### src/rtl/spi_slave_pkg.sv
// Shared definitions for the SPI slave controller: pad modes and the
// standard edge-count targets for the command, address and data phases.
package spi_slave_pkg;

    typedef enum logic [1:0] {
        SPI_STD_TX  = 2'd0,
        SPI_STD_RX  = 2'd1,
        SPI_QUAD_TX = 2'd2,
        SPI_QUAD_RX = 2'd3
    } spi_mode_e;

    // Edge-count targets; edges per word = target + 1
    localparam logic [7:0] CMD_BITS_STD  = 8'd7;   // 8 edges x 1 bit
    localparam logic [7:0] CMD_BITS_QUAD = 8'd1;   // 2 edges x 4 bits
    localparam logic [7:0] ADDR_BITS_TGT = 8'h1F;  // 32-bit address, std
    localparam logic [7:0] DATA_BITS_TGT = 8'h07;  // 32-bit data, quad

endpackage : spi_slave_pkg

### src/rtl/spi_slave_bitcnt.sv
// Edge counter with a loadable target. Flags a match when the count has
// reached (or, after a late target reload, passed) the target, so a
// shrinking target finishes the word on the next edge instead of wrapping.
// Shared between the RX deserializer and the TX serializer.
module spi_slave_bitcnt
    import spi_slave_pkg::*;
#(
    parameter int CNT_W = 8
) (
    input  logic             clk_i,
    input  logic             rst_i,
    input  logic             flush_i,
    input  logic [CNT_W-1:0] flush_target_i,
    input  logic             load_i,
    input  logic [CNT_W-1:0] load_val_i,
    output logic             match_o
);

    logic [CNT_W-1:0] cnt_q;
    logic [CNT_W-1:0] cnt_d;
    logic [CNT_W-1:0] target_q;
    logic [CNT_W-1:0] target_d;
    logic             match_s;

    assign match_s = (cnt_q >= target_q);
    assign match_o = match_s;

    // Next count and next target for a normal (non-flush) edge
    always_comb begin
        cnt_d    = cnt_q;
        target_d = target_q;
        if (match_s) begin
            cnt_d = {CNT_W{1'b0}};
        end else begin
            cnt_d = cnt_q + {{(CNT_W-1){1'b0}}, 1'b1};
        end
        if (load_i) begin
            target_d = load_val_i;
        end else begin
            target_d = target_q;
        end
    end

    // Counter/target registers; reset and flush both restore the command target
    always_ff @(posedge clk_i) begin
        if (rst_i || flush_i) begin
            cnt_q    <= {CNT_W{1'b0}};
            target_q <= flush_target_i;
        end else begin
            cnt_q    <= cnt_d;
            target_q <= target_d;
        end
    end

endmodule : spi_slave_bitcnt

### src/rtl/spi_slave_rx_deser.sv
// SPI slave receive deserializer: samples sdi in std (1-bit) or quad
// (4-bit) mode, MSB first, and presents each completed word with a
// one-cycle valid pulse. Optional completed-word counter is enabled by
// defining SPI_RX_WORD_CNT_EN; otherwise words_rx_o is tied to zero.
module spi_slave_rx_deser
    import spi_slave_pkg::*;
#(
    parameter int DATA_W        = 32,
    parameter int CNT_W         = 8,
    parameter int CMD_BITS_STD  = int'(spi_slave_pkg::CMD_BITS_STD),
    parameter int CMD_BITS_QUAD = int'(spi_slave_pkg::CMD_BITS_QUAD)
) (
    input  logic              sclk_i,
    input  logic              rst_i,
    input  logic              cs_i,
    input  logic              en_quad_i,
    input  logic [3:0]        sdi_i,
    input  logic [CNT_W-1:0]  counter_in_i,
    input  logic              counter_in_upd_i,
    output logic [DATA_W-1:0] data_o,
    output logic              data_valid_o,
    output logic [15:0]       words_rx_o
);

    spi_mode_e         mode_s;
    logic [CNT_W-1:0]  cmd_target_s;
    logic              match_s;
    logic [DATA_W-1:0] shift_q;
    logic [DATA_W-1:0] shift_d;
    logic [DATA_W-1:0] data_q;
    logic              data_valid_q;

    assign mode_s       = en_quad_i ? SPI_QUAD_RX : SPI_STD_RX;
    assign cmd_target_s = en_quad_i ? CNT_W'(CMD_BITS_QUAD) : CNT_W'(CMD_BITS_STD);

    spi_slave_bitcnt #(
        .CNT_W (CNT_W)
    ) u_bitcnt (
        .clk_i          (sclk_i),
        .rst_i          (rst_i),
        .flush_i        (cs_i),
        .flush_target_i (cmd_target_s),
        .load_i         (counter_in_upd_i),
        .load_val_i     (counter_in_i),
        .match_o        (match_s)
    );

    // Shift register value including this edge's pad bits
    always_comb begin
        shift_d = shift_q;
        case (mode_s)
            SPI_QUAD_RX: shift_d = {shift_q[DATA_W-5:0], sdi_i};
            SPI_STD_RX:  shift_d = {shift_q[DATA_W-2:0], sdi_i[0]};
            default:     shift_d = {shift_q[DATA_W-2:0], sdi_i[0]};
        endcase
    end

    // Shift register, output word and valid pulse; cs flushes all but data
    always_ff @(posedge sclk_i) begin
        if (rst_i) begin
            shift_q      <= {DATA_W{1'b0}};
            data_q       <= {DATA_W{1'b0}};
            data_valid_q <= 1'b0;
        end else if (cs_i) begin
            shift_q      <= {DATA_W{1'b0}};
            data_valid_q <= 1'b0;
        end else begin
            shift_q <= shift_d;
            if (match_s) begin
                data_q       <= shift_d;
                data_valid_q <= 1'b1;
            end else begin
                data_valid_q <= 1'b0;
            end
        end
    end

    assign data_o       = data_q;
    assign data_valid_o = data_valid_q;

`ifdef SPI_RX_WORD_CNT_EN
    logic [15:0] words_rx_q;

    // Completed-word count; survives cs, cleared only by reset, wraps at 16 bits
    always_ff @(posedge sclk_i) begin
        if (rst_i) begin
            words_rx_q <= 16'd0;
        end else if (!cs_i && match_s) begin
            words_rx_q <= words_rx_q + 16'd1;
        end else begin
            words_rx_q <= words_rx_q;
        end
    end

    assign words_rx_o = words_rx_q;
`else
    assign words_rx_o = 16'd0;
`endif

endmodule : spi_slave_rx_deser
### config.mk
export PLATFORM = sky130hd
export DESIGN_NAME = spi_slave_rx_deser
export DESIGN_NICKNAME = d
export VERILOG_FILES = /design/src/rtl/spi_slave_pkg.sv /design/src/rtl/spi_slave_bitcnt.sv /design/src/rtl/spi_slave_rx_deser.sv
export SDC_FILE = /design/constraint.sdc
export NUM_CORES = 1
export LEC_CHECK = 0
export ABC_AREA = 1
export BUFFER_PORTS_ARGS = -buffer_cell sky130_fd_sc_hd__buf_2
export CORE_ASPECT_RATIO = 2
export CORE_MARGIN = 2
export CORE_UTILIZATION = 40
export CTS_CLUSTER_DIAMETER = 40
export DETAILED_ROUTE_END_ITERATION = 8
export PLACE_DENSITY = 0.63
export SETUP_SLACK_MARGIN = 0.15
export SLEW_MARGIN = 20
export SYNTH_ARGS = -nofsm -noshare
export SYNTH_HDL_FRONTEND = slang
export SYNTH_HIERARCHICAL = 1
export SYNTH_SLANG_ARGS = --single-unit
### constraint.sdc
create_clock -name sclk_i -period 2.3 [get_ports sclk_i]
set_input_delay 0.23 -clock sclk_i [delete_from_list [all_inputs] [get_ports sclk_i]]
set_output_delay 0.23 -clock sclk_i [all_outputs]
set_load 0.005 [all_outputs]
# --- Word-level counts from Yosys, hierarchy flattened ---
# Cells that the tools add are included.
# Widths: inputs -> output; s select.
classes:
  magnitude_cmp: 1
  n_addsub: 1
  eq_ne: 1
  n_bitwise: 1
  n_mux: 6
  n_reduce_logical: 5
op_table:
  columns: ["cell", "count"]
  rows:
  - ["$mux 32", 1]
  - ["$mux 8", 2]
  - ["$add 8x1->8 const B", 1]
  - ["$ge 8x8->1", 1]
  - ["$reduce_or 2->1", 2]
  - ["$mux 3", 1]
  - ["$eq 2x2->1 const B", 1]
  - ["$mux 2", 1]
  - ["$reduce_and 2->1", 1]
  - ["$reduce_bool 2->1", 1]
  - ["$logic_or 1x1->1", 1]
  - ["$mux 1", 1]
  - ["$not 1->1", 1]
word_totals:
  input_bits: 17
  ff_bits: 80
  wordCells: 20

# --- Depth between registers and ports, before layout ---
depth:
  ltp_word: 3
  mapped_depth: 14

# --- Modules after synthesis ---
# The synthesis kept the hierarchy.
by_module_without_submodules:
  columns: ["mod", "area_each_um2", "instances", "cells_per_inst"]
  rows:
  - ["spi_slave_rx_deser", 2635.0, 1, 393]
  - ["spi_slave_bitcnt", 918.4, 1, 96]

# --- Worst setup path after synthesis ---
# OpenSTA, ideal clock, no wires.
synth_path:
  path_type: "reg-to-reg"
  startpoint: "reg u_bitcnt.target_q[7]"
  endpoint: "reg data_q[10], in the netlist data_o[10]"
  period_less_slack_ps: 1585
  stages_incl_launch_ff: 11
  slack_ps: 715
  t_required_ps: 2188
  t_arrival_ps: 1473
  cell_sequence: "edfxtp_1 > inv_1 > ha_1 > a21o_1 > nor2_2 > nand3_1 > nand2_1 > buf_2 > nand2_1 > nand2_1 > nor2_1"
synth_via:
  elab_chain_len: 2
synth_rtl:
  columns: ["item", "line_no", "rtl"]
  rows:
  - ["from (decl)", "spi_slave_bitcnt.sv:21", "logic [CNT_W-1:0] target_q;"]
  - ["from (signal assigned)", "spi_slave_bitcnt.sv:48", "target_q <= flush_target_i;"]
  - ["from (signal assigned)", "spi_slave_bitcnt.sv:51", "target_q <= target_d;"]
  - ["$ge 8x8->1", "spi_slave_bitcnt.sv:25", "assign match_s = (cnt_q >= target_q);"]
  - ["net match_s", "spi_slave_rx_deser.sv:27", "logic match_s;"]
  - ["$reduce_and 2->1 (no line)", null, null]
  - ["to (signal assigned)", "spi_slave_rx_deser.sv:62", "data_q <= {DATA_W{1'b0}};"]
  - ["to (signal assigned)", "spi_slave_rx_deser.sv:70", "data_q <= shift_d;"]
  - ["to (decl)", "spi_slave_rx_deser.sv:30", "logic [DATA_W-1:0] data_q;"]
# The timed path passes the listed nets, and every way through them passes these cells.
# A chain may end at the register's enable or synchronous reset.

# --- Final worst setup path ---
layout_path:
  startpoint: "reg u_bitcnt.target_q[7]"
  endpoint: "reg data_q[12], in the netlist data_o[12]"
# The elaborated chain is that of the path after synthesis.

==> impl_metrics.sql <==
INSERT INTO impl_metrics (metric_group, metric, value, unit) VALUES
('logic_synthesis', 'ys_async_sr_fraction', '0', '%'),
('grt', 'grt_remaining_overflow', '0', ''),
('timing', 'finClkSkew', '0.0129', 'ns'),
('die', 'die_x', '70.6', 'microns'),
('timing', 'worstMarginPinSlew', '0.544', 'ns'),
('finish', 'finalCoreUtilization', '47.8', '%'),
('setup_path', 'required_time_reported_for_the_critical_path_endpoint', '2.53', 'ns'),
('finish', 'synthToLayoutAreaGrowth', '16.4', '%'),
('cts', 'clkSlewWorstSetupHoldPaths', '0.06', 'ns'),
('logic_synthesis', 'post_synth_num_cell_types', '23', ''),
('job', 'maxCapViolations', '0', ''),
('place', 'worst_slack_after_detailed_placement', '0.474', 'ns'),
('detailed_routing', 'detailroute.via_count', '2900', ''),
('detailed_routing', 'drc', '0', ''),
('setup_path', 'arrival', '2.06', 'ns'),
('timing', 'worst_hold_slack', '0.182', 'ns'),
('timing', 'finalHoldViolCount', '0', ''),
('setup_path', 'setup.worst_path.end_class', 'flop', ''),
('grt', 'first_pass_grt_wire_length', '12400', 'microns'),
('die', 'die-area', '9700', 'sq um'),
('grt', 'grt_max_degree', '61', ''),
('detailed_routing', 'ant_nets', '0', ''),
('worst_hold_path', 'min_delay_path_depth', '3', ''),
('die', 'floorplan.die.height', '137', 'microns'),
('setup_path', 'reg2regPathDepth', '10', ''),
('grt', 'first_global_vias', '2816', ''),
('timing', 'final.setup.tns', '0', 'ns'),
('die', 'num_rows', '48', ''),
('logic_synthesis', 'synth.avg_cell_area', '7.27', 'sq um'),
('cts', 'cts_sinks', '80', ''),
('cts', 'postCtsHoldBufs', '0', ''),
('logic_synthesis', 'synth_area', '3550', 'sq um'),
('logic_synthesis', 'synth_seq_area_share', '47.3', '%'),
('finish', 'antenna-diode-count', '0', ''),
('power_and_ir_drop', 'pwr_density_cell', '733', 'nW/um^2'),
('cts', 'clk-insertion-delay-late', '0.34', 'ns'),
('finish', 'seq_area', '1680', 'sq um'),
('logic_synthesis', 'netlist.top_cell.by_area', 'sky130_fd_sc_hd__dfxtp_1', ''),
('cts', 'numCtsBuffers', '9', ''),
('grt', 'initial_antenna_violation_count', '0', ''),
('logic_synthesis', 'synth-adder-area-share', '3.17', '%'),
('power_and_ir_drop', 'vdd_ir_drop_max', '526', 'uV'),
('logic_synthesis', 'yosys.cell_count.top_type', 'sky130_fd_sc_hd__nand2_1', ''),
('logic_synthesis', 'post_synth_main_area_contributors', 'sky130_fd_sc_hd__dfxtp_1 41%, sky130_fd_sc_hd__nand2_1 18%, sky130_fd_sc_hd__nor2_1 7.9%', ''),
('setup_path', 'crit_type', 'flop to flop', ''),
('finish', 'final_design_area_excluding_fillers', '4140', 'sq um'),
('place', 'globalplace.congestion', '0.787', ''),
('die', 'placeableCoreArea', '8650', 'sq um'),
('cts', 'post-cts-setup-buffers', '0', ''),
('place', 'postPlaceCellArea', '3840', 'sq um'),
('logic_synthesis', 'netlist_top_cells_count', '175 x sky130_fd_sc_hd__nand2_1, 75 x sky130_fd_sc_hd__nor2_1, 72 x sky130_fd_sc_hd__dfxtp_1, 57 x sky130_fd_sc_hd__inv_1, 32 x sky130_fd_sc_hd__a21oi_1', ''),
('finish', 'layout.nets', '565', ''),
('finish', 'layout.filler_cells', '903', ''),
('detailed_routing', 'detail_route.wl_per_cell', '11.5', 'microns'),
('setup_path', 'cp_max_fo', '60', ''),
('logic_synthesis', 'synth_seq_cells', '80', ''),
('outcome', 'result_of_the_run', 'completed', ''),
('finish', 'drive_gt1_share', '15.3', '%'),
('detailed_routing', 'vias_per_cell', '4.50', ''),
('logic_synthesis', 'synth-compound-area-share', '4.72', '%'),
('logic_synthesis', 'share_of_synthesized_cell_area_in_and_or_nand_and_nor_gates', '28.8', '%'),
('cts', 'clk_path_buf_depth', '2', ''),
('logic_synthesis', 'synth_xor_area_share', '1.23', '%'),
('timing', 'max_clock_freq', '545', 'MHz'),
('cts', 'ctsResizeCount', '0', ''),
('timing', 'timing.final.max_slew_violations', '0', ''),
('timing', 'slew_headroom', '63.7', '%'),
('logic_synthesis', 'synth_top_family_by_area', 'simple AND/OR/NAND/NOR gates', ''),
('place', 'port_buffers', '49', ''),
('timing', 'finalSetupViolCount', '0', ''),
('die', 'ios', '66', '');
-- cell type report --
class	count	share of cell area, %
Tap cell	100	3.03
Inverter	58	5.26
Timing Repair Buffer	53	6.96
Clock buffer	12	5.96
Sequential cell	80	40.7
Clock inverter	4	1.27
Multi-Input combinational cell	337	36.9
-- per-layer routing --
metal,vias up,global-route usage (%),wire (microns)
li1,1535,-,-
met1,1307,16.5,2830
met2,50,30.8,4220
met3,8,3.66,225
met4,0,7.76,107
met5,-,0,0
-- critical path, stage by stage, from the launching register on --
cell and delay, ns:
sky130_fd_sc_hd__edfxtp_1 0.35, sky130_fd_sc_hd__inv_1 0.06, sky130_fd_sc_hd__ha_1 0.23, sky130_fd_sc_hd__a21o_1 0.17
sky130_fd_sc_hd__nor2_2 0.17, sky130_fd_sc_hd__nand3_1 0.16, sky130_fd_sc_hd__nand2_2 0.12, sky130_fd_sc_hd__buf_12 0.24
sky130_fd_sc_hd__nand2_1 0.09, sky130_fd_sc_hd__nand2_1 0.06, sky130_fd_sc_hd__nor2_1 0.04
-- flip-flops by register name, indices dropped and copies added (netlist names) --
| register | cells |
|---|---|
| data_valid_o | 1 |
| data_o | 32 |
| shift_q | 31 |
| u_bitcnt/target_q | 8 |
| u_bitcnt/cnt_q | 8 |
-- cell usage in the layout, fill, tap and decap left out, types with 2 or more instances in the layout --
master                      count
sky130_fd_sc_hd__a21oi_1       32
sky130_fd_sc_hd__inv_1         57
sky130_fd_sc_hd__dfxtp_1       72
sky130_fd_sc_hd__clkbuf_16      9
sky130_fd_sc_hd__edfxtp_1       8
sky130_fd_sc_hd__conb_1        22
sky130_fd_sc_hd__xor2_1         3
sky130_fd_sc_hd__clkbuf_1       2
sky130_fd_sc_hd__nand3_1        4
sky130_fd_sc_hd__nor2_1        75
sky130_fd_sc_hd__mux2_2         8
sky130_fd_sc_hd__buf_4          3
sky130_fd_sc_hd__ha_1           9
sky130_fd_sc_hd__nand2_1      174
sky130_fd_sc_hd__xnor2_1        2
sky130_fd_sc_hd__buf_2         49
-- power breakdown --
part	switching, mW	leakage, nW	total, mW	internal, mW
clock	0.558	0.143	1.43	0.874
sequential	0.0104	0.664	1.45	1.44
combinational	0.0988	1.38	0.153	0.0543
total	0.667	2.18	3.03	2.36
-- logic make-up after synthesis --
group,Yosys count
simple gates,260
buf+inv,92
flops,80
compound gates,33
fa+ha+maj,9
mux,8
xor+xnor,5
other cells,2
-- per-stage QoR --
stage	cells	power, mW
global route	644	3.15
CTS	644	3.07
floorplan	509	1.60
global placement	628	1.63
finish	644	3.03
detailed placement	628	1.63
-- final timing paths --
| kind | endpoint | startpoint | slack [ns] |
|---|---|---|---|
| max | data_o[12] | u_bitcnt/target_q[7] | 0.47 |
| min | shift_q[0] | sdi_i[0] | 0.18 |
| max reg2reg | data_o[12] | u_bitcnt/target_q[7] | 0.47 |
| min reg2reg | shift_q[16] | shift_q[15] | 0.47 |
Note: power is estimated with default switching activity, not from simulation.
